==> config.mk <==
export PLATFORM = sky130hd
export DESIGN_NAME = imm_extend_pipe_flat
export DESIGN_NICKNAME = d
export VERILOG_FILES = /design/src/rtl/imm_extend_pipe_if.sv /design/src/rtl/imm_extend_pipe.sv /design/src/flat_wrapper.sv
export SDC_FILE = /design/constraint.sdc
export NUM_CORES = 1
export LEC_CHECK = 0
export BUFFER_PORTS_ARGS = -buffer_cell sky130_fd_sc_hd__buf_2
export CORE_MARGIN = 3
export CORE_UTILIZATION = 35
export CTS_BUF_LIST = sky130_fd_sc_hd__clkbuf_8
export DETAILED_ROUTE_END_ITERATION = 6
export PLACE_DENSITY = 0.67
export SETUP_SLACK_MARGIN = 0.2
export SYNTH_ARGS = -nofsm -noshare
export SYNTH_HDL_FRONTEND = slang
export SYNTH_SLANG_ARGS = --single-unit
==> constraint.sdc <==
create_clock -name clk -period 1.58 [get_ports clk]
set_input_delay 0.237 -clock clk [delete_from_list [all_inputs] [get_ports clk]]
set_output_delay 0.237 -clock clk [all_outputs]
set_load 0.01 [all_outputs]
==> src/rtl/imm_extend_pipe_if.sv <==
// Handshake bundle for imm_extend_pipe: instruction in, immediate out.
// Signal names match the block's external port list.
interface imm_extend_pipe_if #(
  parameter int XLEN       = 32,
  parameter int FIFO_DEPTH = 2,
  parameter int TAG_W      = 5
);
  localparam int CW = $clog2(FIFO_DEPTH) + 1;

  logic             inValid;
  logic             inReady;
  logic [31:0]      inInstr;
  logic [2:0]       inImmType;
  logic [TAG_W-1:0] inTag;
  logic             outValid;
  logic             outReady;
  logic [XLEN-1:0]  outImm;
  logic [TAG_W-1:0] outTag;
  logic             outIllegal;
  logic [CW-1:0]    fifoCount;
  logic [7:0]       illegalCount;
  logic             clrIllegal;

  modport slave (
    input  inValid, inInstr, inImmType, inTag,
    input  outReady, clrIllegal,
    output inReady, outValid, outImm, outTag,
    output outIllegal, fifoCount, illegalCount
  );

  modport master (
    output inValid, inInstr, inImmType, inTag,
    output outReady, clrIllegal,
    input  inReady, outValid, outImm, outTag,
    input  outIllegal, fifoCount, illegalCount
  );
endinterface

==> src/rtl/imm_extend_pipe.sv <==
// Elastic RV immediate extender with registered output FIFO.
// Optional CSR zimm / shift-amount codes via macro IMM_CSR_SHAMT_EN.
module imm_extend_pipe #(
  parameter int XLEN       = 32,
  parameter int FIFO_DEPTH = 2,
  parameter int TAG_W      = 5
) (
  input logic               clk,
  input logic               rstN,
  imm_extend_pipe_if.slave  bus
);
  localparam int PW = $clog2(FIFO_DEPTH);
  localparam int CW = PW + 1;

  typedef struct packed {
    logic [XLEN-1:0]  imm;
    logic [TAG_W-1:0] tag;
    logic             ill;
  } entry_t;

  entry_t        mem_q [FIFO_DEPTH];
  entry_t        in_e;
  entry_t        head;
  logic [PW-1:0] wr_q, wr_d;
  logic [PW-1:0] rd_q, rd_d;
  logic [CW-1:0] cnt_q, cnt_d;
  logic [7:0]    ill_q, ill_d;
  logic          push, pop;
  logic [31:0]   ins;
  logic [2:0]    t;
  logic          unused_opc;

  assign ins = bus.inInstr;
  assign t   = bus.inImmType;
  assign unused_opc = ^ins[6:0];

  always_comb begin
    in_e     = '0;
    in_e.tag = bus.inTag;
    unique case (1'b1)
      (t == 3'd0): in_e.imm = XLEN'($signed(ins[31:20]));
      (t == 3'd1): in_e.imm = XLEN'($signed({ins[31:25], ins[11:7]}));
      (t == 3'd2): in_e.imm = XLEN'($signed({ins[31], ins[7],
                               ins[30:25], ins[11:8], 1'b0}));
      (t == 3'd3): in_e.imm = XLEN'($signed({ins[31], ins[19:12],
                               ins[20], ins[30:21], 1'b0}));
      (t == 3'd4): in_e.imm = XLEN'($signed({ins[31:12], 12'b0}));
`ifdef IMM_CSR_SHAMT_EN
      (t == 3'd5): in_e.imm = XLEN'(ins[19:15]);
      (t == 3'd6): in_e.imm = (XLEN == 64) ? XLEN'(ins[25:20])
                                           : XLEN'(ins[24:20]);
`endif
      default:     in_e.ill = 1'b1;
    endcase
  end

  // inReady comes only from the registered count, so a pop never
  // reopens the input in the same cycle.
  assign bus.inReady  = (cnt_q != CW'(FIFO_DEPTH));
  assign bus.outValid = (cnt_q != '0);
  assign push = bus.inValid && bus.inReady;
  assign pop  = bus.outValid && bus.outReady;

  assign head           = mem_q[rd_q];
  assign bus.outImm     = bus.outValid ? head.imm : '0;
  assign bus.outTag     = bus.outValid ? head.tag : '0;
  assign bus.outIllegal = bus.outValid && head.ill;
  assign bus.fifoCount    = cnt_q;
  assign bus.illegalCount = ill_q;

  always_comb begin
    wr_d  = push ? wr_q + PW'(1) : wr_q;
    rd_d  = pop ? rd_q + PW'(1) : rd_q;
    cnt_d = cnt_q + CW'(push) - CW'(pop);
    ill_d = ill_q;
    if (bus.clrIllegal)
      ill_d = '0;
    else if (push && in_e.ill && ill_q != 8'hFF)
      ill_d = ill_q + 8'd1;
  end

  always_ff @(posedge clk or negedge rstN) begin
    if (!rstN) begin
      wr_q  <= '0;
      rd_q  <= '0;
      cnt_q <= '0;
      ill_q <= '0;
    end else begin
      wr_q  <= wr_d;
      rd_q  <= rd_d;
      cnt_q <= cnt_d;
      ill_q <= ill_d;
    end
  end

  always_ff @(posedge clk or negedge rstN) begin
    if (!rstN) begin
      for (int i = 0; i < FIFO_DEPTH; i++)
        mem_q[i] <= '0;
    end else if (push) begin
      mem_q[wr_q] <= in_e;
    end
  end
endmodule

==> src/flat_wrapper.sv <==
// flat-port wrapper written by rule: the top's interface ports become plain ports
module imm_extend_pipe_flat 
#(
  parameter int XLEN       = 32,
  parameter int FIFO_DEPTH = 2,
  parameter int TAG_W      = 5
)
  (clk, rstN, bus_inValid, bus_inInstr, bus_inImmType, bus_inTag, bus_outReady, bus_clrIllegal, bus_inReady, bus_outValid, bus_outImm, bus_outTag, bus_outIllegal, bus_fifoCount, bus_illegalCount);
  imm_extend_pipe_if #(.XLEN(XLEN), .FIFO_DEPTH(FIFO_DEPTH), .TAG_W(TAG_W)) bus_i ();
  input logic clk;
  input logic rstN;
  input wire logic [$bits(bus_i.inValid)-1:0] bus_inValid;
  input wire logic [$bits(bus_i.inInstr)-1:0] bus_inInstr;
  input wire logic [$bits(bus_i.inImmType)-1:0] bus_inImmType;
  input wire logic [$bits(bus_i.inTag)-1:0] bus_inTag;
  input wire logic [$bits(bus_i.outReady)-1:0] bus_outReady;
  input wire logic [$bits(bus_i.clrIllegal)-1:0] bus_clrIllegal;
  output wire logic [$bits(bus_i.inReady)-1:0] bus_inReady;
  output wire logic [$bits(bus_i.outValid)-1:0] bus_outValid;
  output wire logic [$bits(bus_i.outImm)-1:0] bus_outImm;
  output wire logic [$bits(bus_i.outTag)-1:0] bus_outTag;
  output wire logic [$bits(bus_i.outIllegal)-1:0] bus_outIllegal;
  output wire logic [$bits(bus_i.fifoCount)-1:0] bus_fifoCount;
  output wire logic [$bits(bus_i.illegalCount)-1:0] bus_illegalCount;
  assign bus_i.inValid = bus_inValid;
  assign bus_i.inInstr = bus_inInstr;
  assign bus_i.inImmType = bus_inImmType;
  assign bus_i.inTag = bus_inTag;
  assign bus_i.outReady = bus_outReady;
  assign bus_i.clrIllegal = bus_clrIllegal;
  assign bus_inReady = bus_i.inReady;
  assign bus_outValid = bus_i.outValid;
  assign bus_outImm = bus_i.outImm;
  assign bus_outTag = bus_i.outTag;
  assign bus_outIllegal = bus_i.outIllegal;
  assign bus_fifoCount = bus_i.fifoCount;
  assign bus_illegalCount = bus_i.illegalCount;
  imm_extend_pipe #(.XLEN(XLEN), .FIFO_DEPTH(FIFO_DEPTH), .TAG_W(TAG_W)) u_core (.clk(clk), .rstN(rstN), .bus(bus_i));
endmodule
**Word level (Yosys, flattened, before mapping)**

Index checks and enable logic that the tools add are counted.

- Output and inout port bits: 50
- Input bits: 45
- Register bits after elaboration: 88

- Reductions and logical operators: 10
- Bitwise gates (word level): 2
- Eq/ne operators: 6
- Magnitude comparators: 3
- Add/subtract/negate cells: 5
- Mux-type cells: 12

Operator list:

| kind | number |
|---|---|
| 32-bit one-hot mux with 5 select lines | 1 |
| 38-bit 2-to-1 mux | 4 |
| 76-bit bitwise mux | 1 |
| 38-bit demux with 1-bit select | 1 |
| 32-bit 2-to-1 mux | 1 |
| 8-bit 2-to-1 mux | 2 |
| 8-bit by 1-bit adder with 8-bit output (second input constant) | 1 |
| 8-bit inequality test (second input constant) | 1 |
| 3-bit by 2-bit == test with 1-bit output (second input constant) | 2 |
| 1-bit logical AND | 6 |
| 5-bit 2-to-1 mux | 1 |
| 5-bit OR reduction | 1 |
| 2-bit >= comparator (second input constant) | 2 |
| 1-bit inverter with 2-bit output | 2 |
| 2-bit nonzero test | 2 |
| 3-bit by 1-bit == test with 1-bit output (second input constant) | 1 |
| 3-bit == test (second input constant) | 1 |
| 3-bit logical NOT | 1 |
| 1-bit adder (second input constant) | 2 |
| 2-bit by 1-bit adder with 2-bit output | 1 |
| 2-bit by 1-bit < comparator with 1-bit output (second input constant) | 1 |
| 2-bit inequality test (second input constant) | 1 |
| 2-bit by 1-bit subtractor with 2-bit output | 1 |
| 1-bit 2-to-1 mux | 1 |

**Depth between registers and ports, before layout**

- Word-level depth: 7
- Gate-level depth with buffers: 8

**Least setup slack after synthesis**

OpenSTA, ideal clock, no wires.

- Kind: register to register
- Start point: register u_core.cnt_q[1], in the netlist u_core.bus.fifoCount[1]
- End point: register u_core.cnt_q[1], in the netlist u_core.bus.fifoCount[1]
- Arrival time: 1.593 ns
- Path slack: -0.139 ns
- Buffers on the path: 0
- Stages on the path, launching flop included: 9
- Data required time: 1.454 ns
- Library setup time: 0.126 ns
- Path through: dfrtp_1 nor2_1 inv_1 and2_1 ha_1 inv_1 ha_1 xnor2_1 xnor2_1

- Elaborated cells on any way between the ends: 6
- Classes of those cells: add/sub: 2; eq/ne: 1; reduce/logical: 3

RTL lines:

| element | RTL line | source |
|---|---|---|
| start, declared | imm_extend_pipe.sv:26 | `logic [CW-1:0] cnt_q, cnt_d;` |
| start signal, assigned | imm_extend_pipe.sv:91 | `cnt_q <= cnt_d;` |
| 2-bit nonzero test | imm_extend_pipe.sv:60 | `assign bus.outValid = (cnt_q != '0);` |
| net bus_outValid | flat_wrapper.sv:19 | `output wire logic [$bits(bus_i.outValid)-1:0] bus_outValid;` |
| 1-bit logical AND | imm_extend_pipe.sv:62 | `assign pop = bus.outValid && bus.outReady;` |
| net u_core.pop | imm_extend_pipe.sv:28 | `logic push, pop;` |
| 2-bit by 1-bit subtractor with 2-bit output | imm_extend_pipe.sv:74 | `cnt_d = cnt_q + CW'(push) - CW'(pop);` |
| net u_core.cnt_d[1] | imm_extend_pipe.sv:26 |  |

The timed path passes the listed nets, and every way through them passes these cells.
A chain may end at the register's enable or synchronous reset.

**Worst setup path in the final report**

- Start point: register u_core.cnt_q[0], in the netlist u_core.bus.fifoCount[0]
- End point: register u_core.cnt_q[1], in the netlist u_core.bus.fifoCount[1]

- Elaborated cells on any way between the ends: 6
- Classes of those cells: add/sub: 2; eq/ne: 1; reduce/logical: 3

RTL lines:

| element | RTL line |
|---|---|
| 2-bit nonzero test | imm_extend_pipe.sv:60 |
| 1-bit logical AND | imm_extend_pipe.sv:62 |
| net u_core.pop | imm_extend_pipe.sv:28 |
| 2-bit by 1-bit subtractor with 2-bit output | imm_extend_pipe.sv:74 |
| net u_core.cnt_d[1] | imm_extend_pipe.sv:26 |

The timed path passes the listed nets, and every way through them passes these cells.

==> reports/results.txt <==
Startpoint Class: flip-flop
Commonest cells post-synth: dfrtp_1, nand2_1, o21ai_0, nor2_1, mux2i_1
Placed Area: 5180 sq um
area leader, netlist: dfrtp_1
Clock Skews: 0.00872 ns
vias per cell: 5.34
critical path, cell by cell: nor2_4 -> buf_12 -> inv_4 -> and2_4 -> ha_4 -> inv_2 -> ha_4 -> xnor2_2 -> xnor2_1
drt first-iter violations: 247
CTS Buf Count: 9
async set-reset flop share out of synthesis: 1.00
maximum vdd drop: 0.000995 V
input/output buffers: 87
crit-path leading delay family: flip-flops
Final Setup Violations: 91
Rows: 40
root buffer cell: clkbuf_8
delay of the slowest cell on the worst path: 0.43 ns
vias in the first global route: 4039
share of layout cells above drive strength 1: 0.550
Top Ports: 95
met1 usage: 0.271
grt met3 use: 0.0322
Synth cell types: 38
post-DP HPWL: 7.55 mm
Die ar.: 13900 sq um
Final Hold Viols: 0
clk buf depth: 2
violated checks: negative setup slack
RSZ-0062 raised after global routing: yes
synthesized flop and latch total: 88
top cells by area, synth: dfrtp_1, mux2i_1, nand2_1
WL final: 15.5 mm
Vias: 4139
Pleak: 3.45 nW
Die Y: 118 um
first-pass GRT wire length: 22.1 mm
dpl ws: 0.0102 ns
post-synthesis sequential area ratio: 0.504
status: finished with violations
DRC: 0
largest net degree at the start of global routing: 49
relative slew slack: 0.693
Routed Antenna Nets: 0
worst hold slack: 0.103 ns
fin nets: 650
Horiz. Die Dim: 118 um
CP Max Fanout: 3
worst endpoint required time: 1.85 ns
Synth-to-Final Area Change: 64.3%
busiest grt layer: met2
synth warn: 0
CORE AREA: 12100 sq um
most frequent cell after synthesis: dfrtp_1
post-layout util: 0.593
Tightest Pin Transition: 0.460 ns
critical path type: reg2reg
CTS H-tree depth: 3
antenna cells: 0
Worst Hold Class: in2reg
Synth top area share: 0.504
Top cell by count, worst path: ha_4
Slew Viols, Final: 0
min Tclk post-route: 1.71 ns
GR Util met2: 0.337
synthesized area: 4370 sq um
Skew-Pair Late Insertion Delay: 0.35 ns
routability cong.: 0.797
Power Density: 2000 nW/um^2
GRT Total Usage: 0.202
syn_nets: 508
CP max stage cell: dfrtp_2
DR WL/cell: 20.0 um
worst setup margin: -0.134 ns
CTS tree: yes
Overflow after GRT: 0
DRT Pass-1 Iters: 5
mean post-synth cell area: 9.51 sq um
EDFF count, synth: 0
CP Capture Type: flip-flop
maximum clock rate: 0.583 GHz
Fin Setup TNS: -5.58 ns
Sink Count: 88
Max-Cap Viols: 0
ys flop type: dfrtp_1
CTS clk-pin slew, worst paths: 0.09 ns
WP data arrival: 1.98 ns
part of the cycle the worst path needs: 1.09
initial core utilization: 0.361
initial antenna violation count: 0
Post-Synthesis Cells: 460
CP bufs+invs: 3
final instance area: 7180 sq um
[path summary, 6_finish.rpt]
path | endpoint | cells after the start | slack (ns) | startpoint
max | u_core.bus.fifoCount[1] | 9 | -0.13 | u_core.bus.fifoCount[0]
max reg2reg | u_core.bus.fifoCount[1] | 9 | -0.13 | u_core.bus.fifoCount[0]
min in group asynchronous | u_core.mem_q[39] | 2 | 0.34 | rstN
max in group asynchronous | u_core.mem_q[74] | 3 | 0.65 | rstN
min reg2reg | u_core.mem_q[39] | 2 | 0.48 | u_core.mem_q[39]
min | u_core.mem_q[39] | 3 | 0.10 | bus_inTag[0]
[per-stage QoR]
stage / total power [W] / std cells
after global placement: 0.00809 / 703
final: 0.0144 / 775
after detailed placement: 0.00824 / 703
after CTS: 0.0126 / 762
after global routing: 0.0151 / 775
after floorplan: 0.00664 / 460
[cells in the final DEF (no fill, tap or decap), types with 3 or more instances in the layout]
cell type   n
nand4_1     3
xor2_1      3
nand2_1    20
mux2i_2     8
buf_16     17
a31oi_1     3
nand2b_1    6
mux2_4     15
dfrtp_1    83
clkbuf_8   11
nor2b_1     3
nor2_2      7
buf_4      18
inv_1       4
ha_4        3
nand3_1     3
o22a_1      8
nand2_2    22
buf_12     19
buf_6      19
buf_2      82
o21ai_2    36
mux2i_1    36
nor3_2      4
o21ai_1    20
a21oi_1    28
dfrtp_2     5
nor2_1     40
nand2_4    38
clkbuf_16   5
[state kept, by name, indices dropped and copies added, names as in the netlist]
signal                   count
u_core.bus.fifoCount         2
u_core.wr_q                  1
u_core.rd_q                  1
u_core.bus.illegalCount      8
u_core.mem_q                76
[metal layers]
metal	wire, um	share of wire
met3	906	0.058
met4	280	0.018
met5	0	0
met2	8070	0.52
met1	6240	0.40
[layout make-up]
cell class | count | area (sq um)
clock inverter | 5 | 47.5
sequential | 88 | 2210
multi-input combinational | 335 | 2770
inverter | 5 | 23.8
clock buffer | 11 | 151
timing repair buffer | 163 | 1770
tap | 168 | 210
fill | 1008 | 4930
[cells by family (layout without fill, tap and decap cells)]
group	Yosys count	in the layout	share of synthesized area
simple gates	163	163	0.161
xor+xnor	6	6	0.0137
fa+ha+maj	3	3	0.00858
flops	88	88	0.504
mux	62	62	0.146
buf+inv	37	184	0.0398
compound gates	101	101	0.127
[worst min-delay path: stages]
cell and delay (ns):
buf_2 0.10, nand2_2 0.05, nand2_1 0.04
[power by group]
part	total, W	switching, W	leakage (nW)	internal, W
logic	0.00863	0.00396	2.21	0.00467
registers	0.00416	0.000951	1.13	0.00321
clock network	0.00159	0.000786	0.112	0.000803
total	0.0144	0.00569	3.45	0.00869
[timing repair]
item                                    4_1_cts  5_1_grt
gates cloned                                 16        5
pin swaps                                    52       35
endpoints found under the setup margin      106      127
buffers inserted                             26        9
gates resized for setup                     155      136
hold endpoints to repair                     26        0
hold buffers                                  1        0
(Power assumes the default switching activity.)
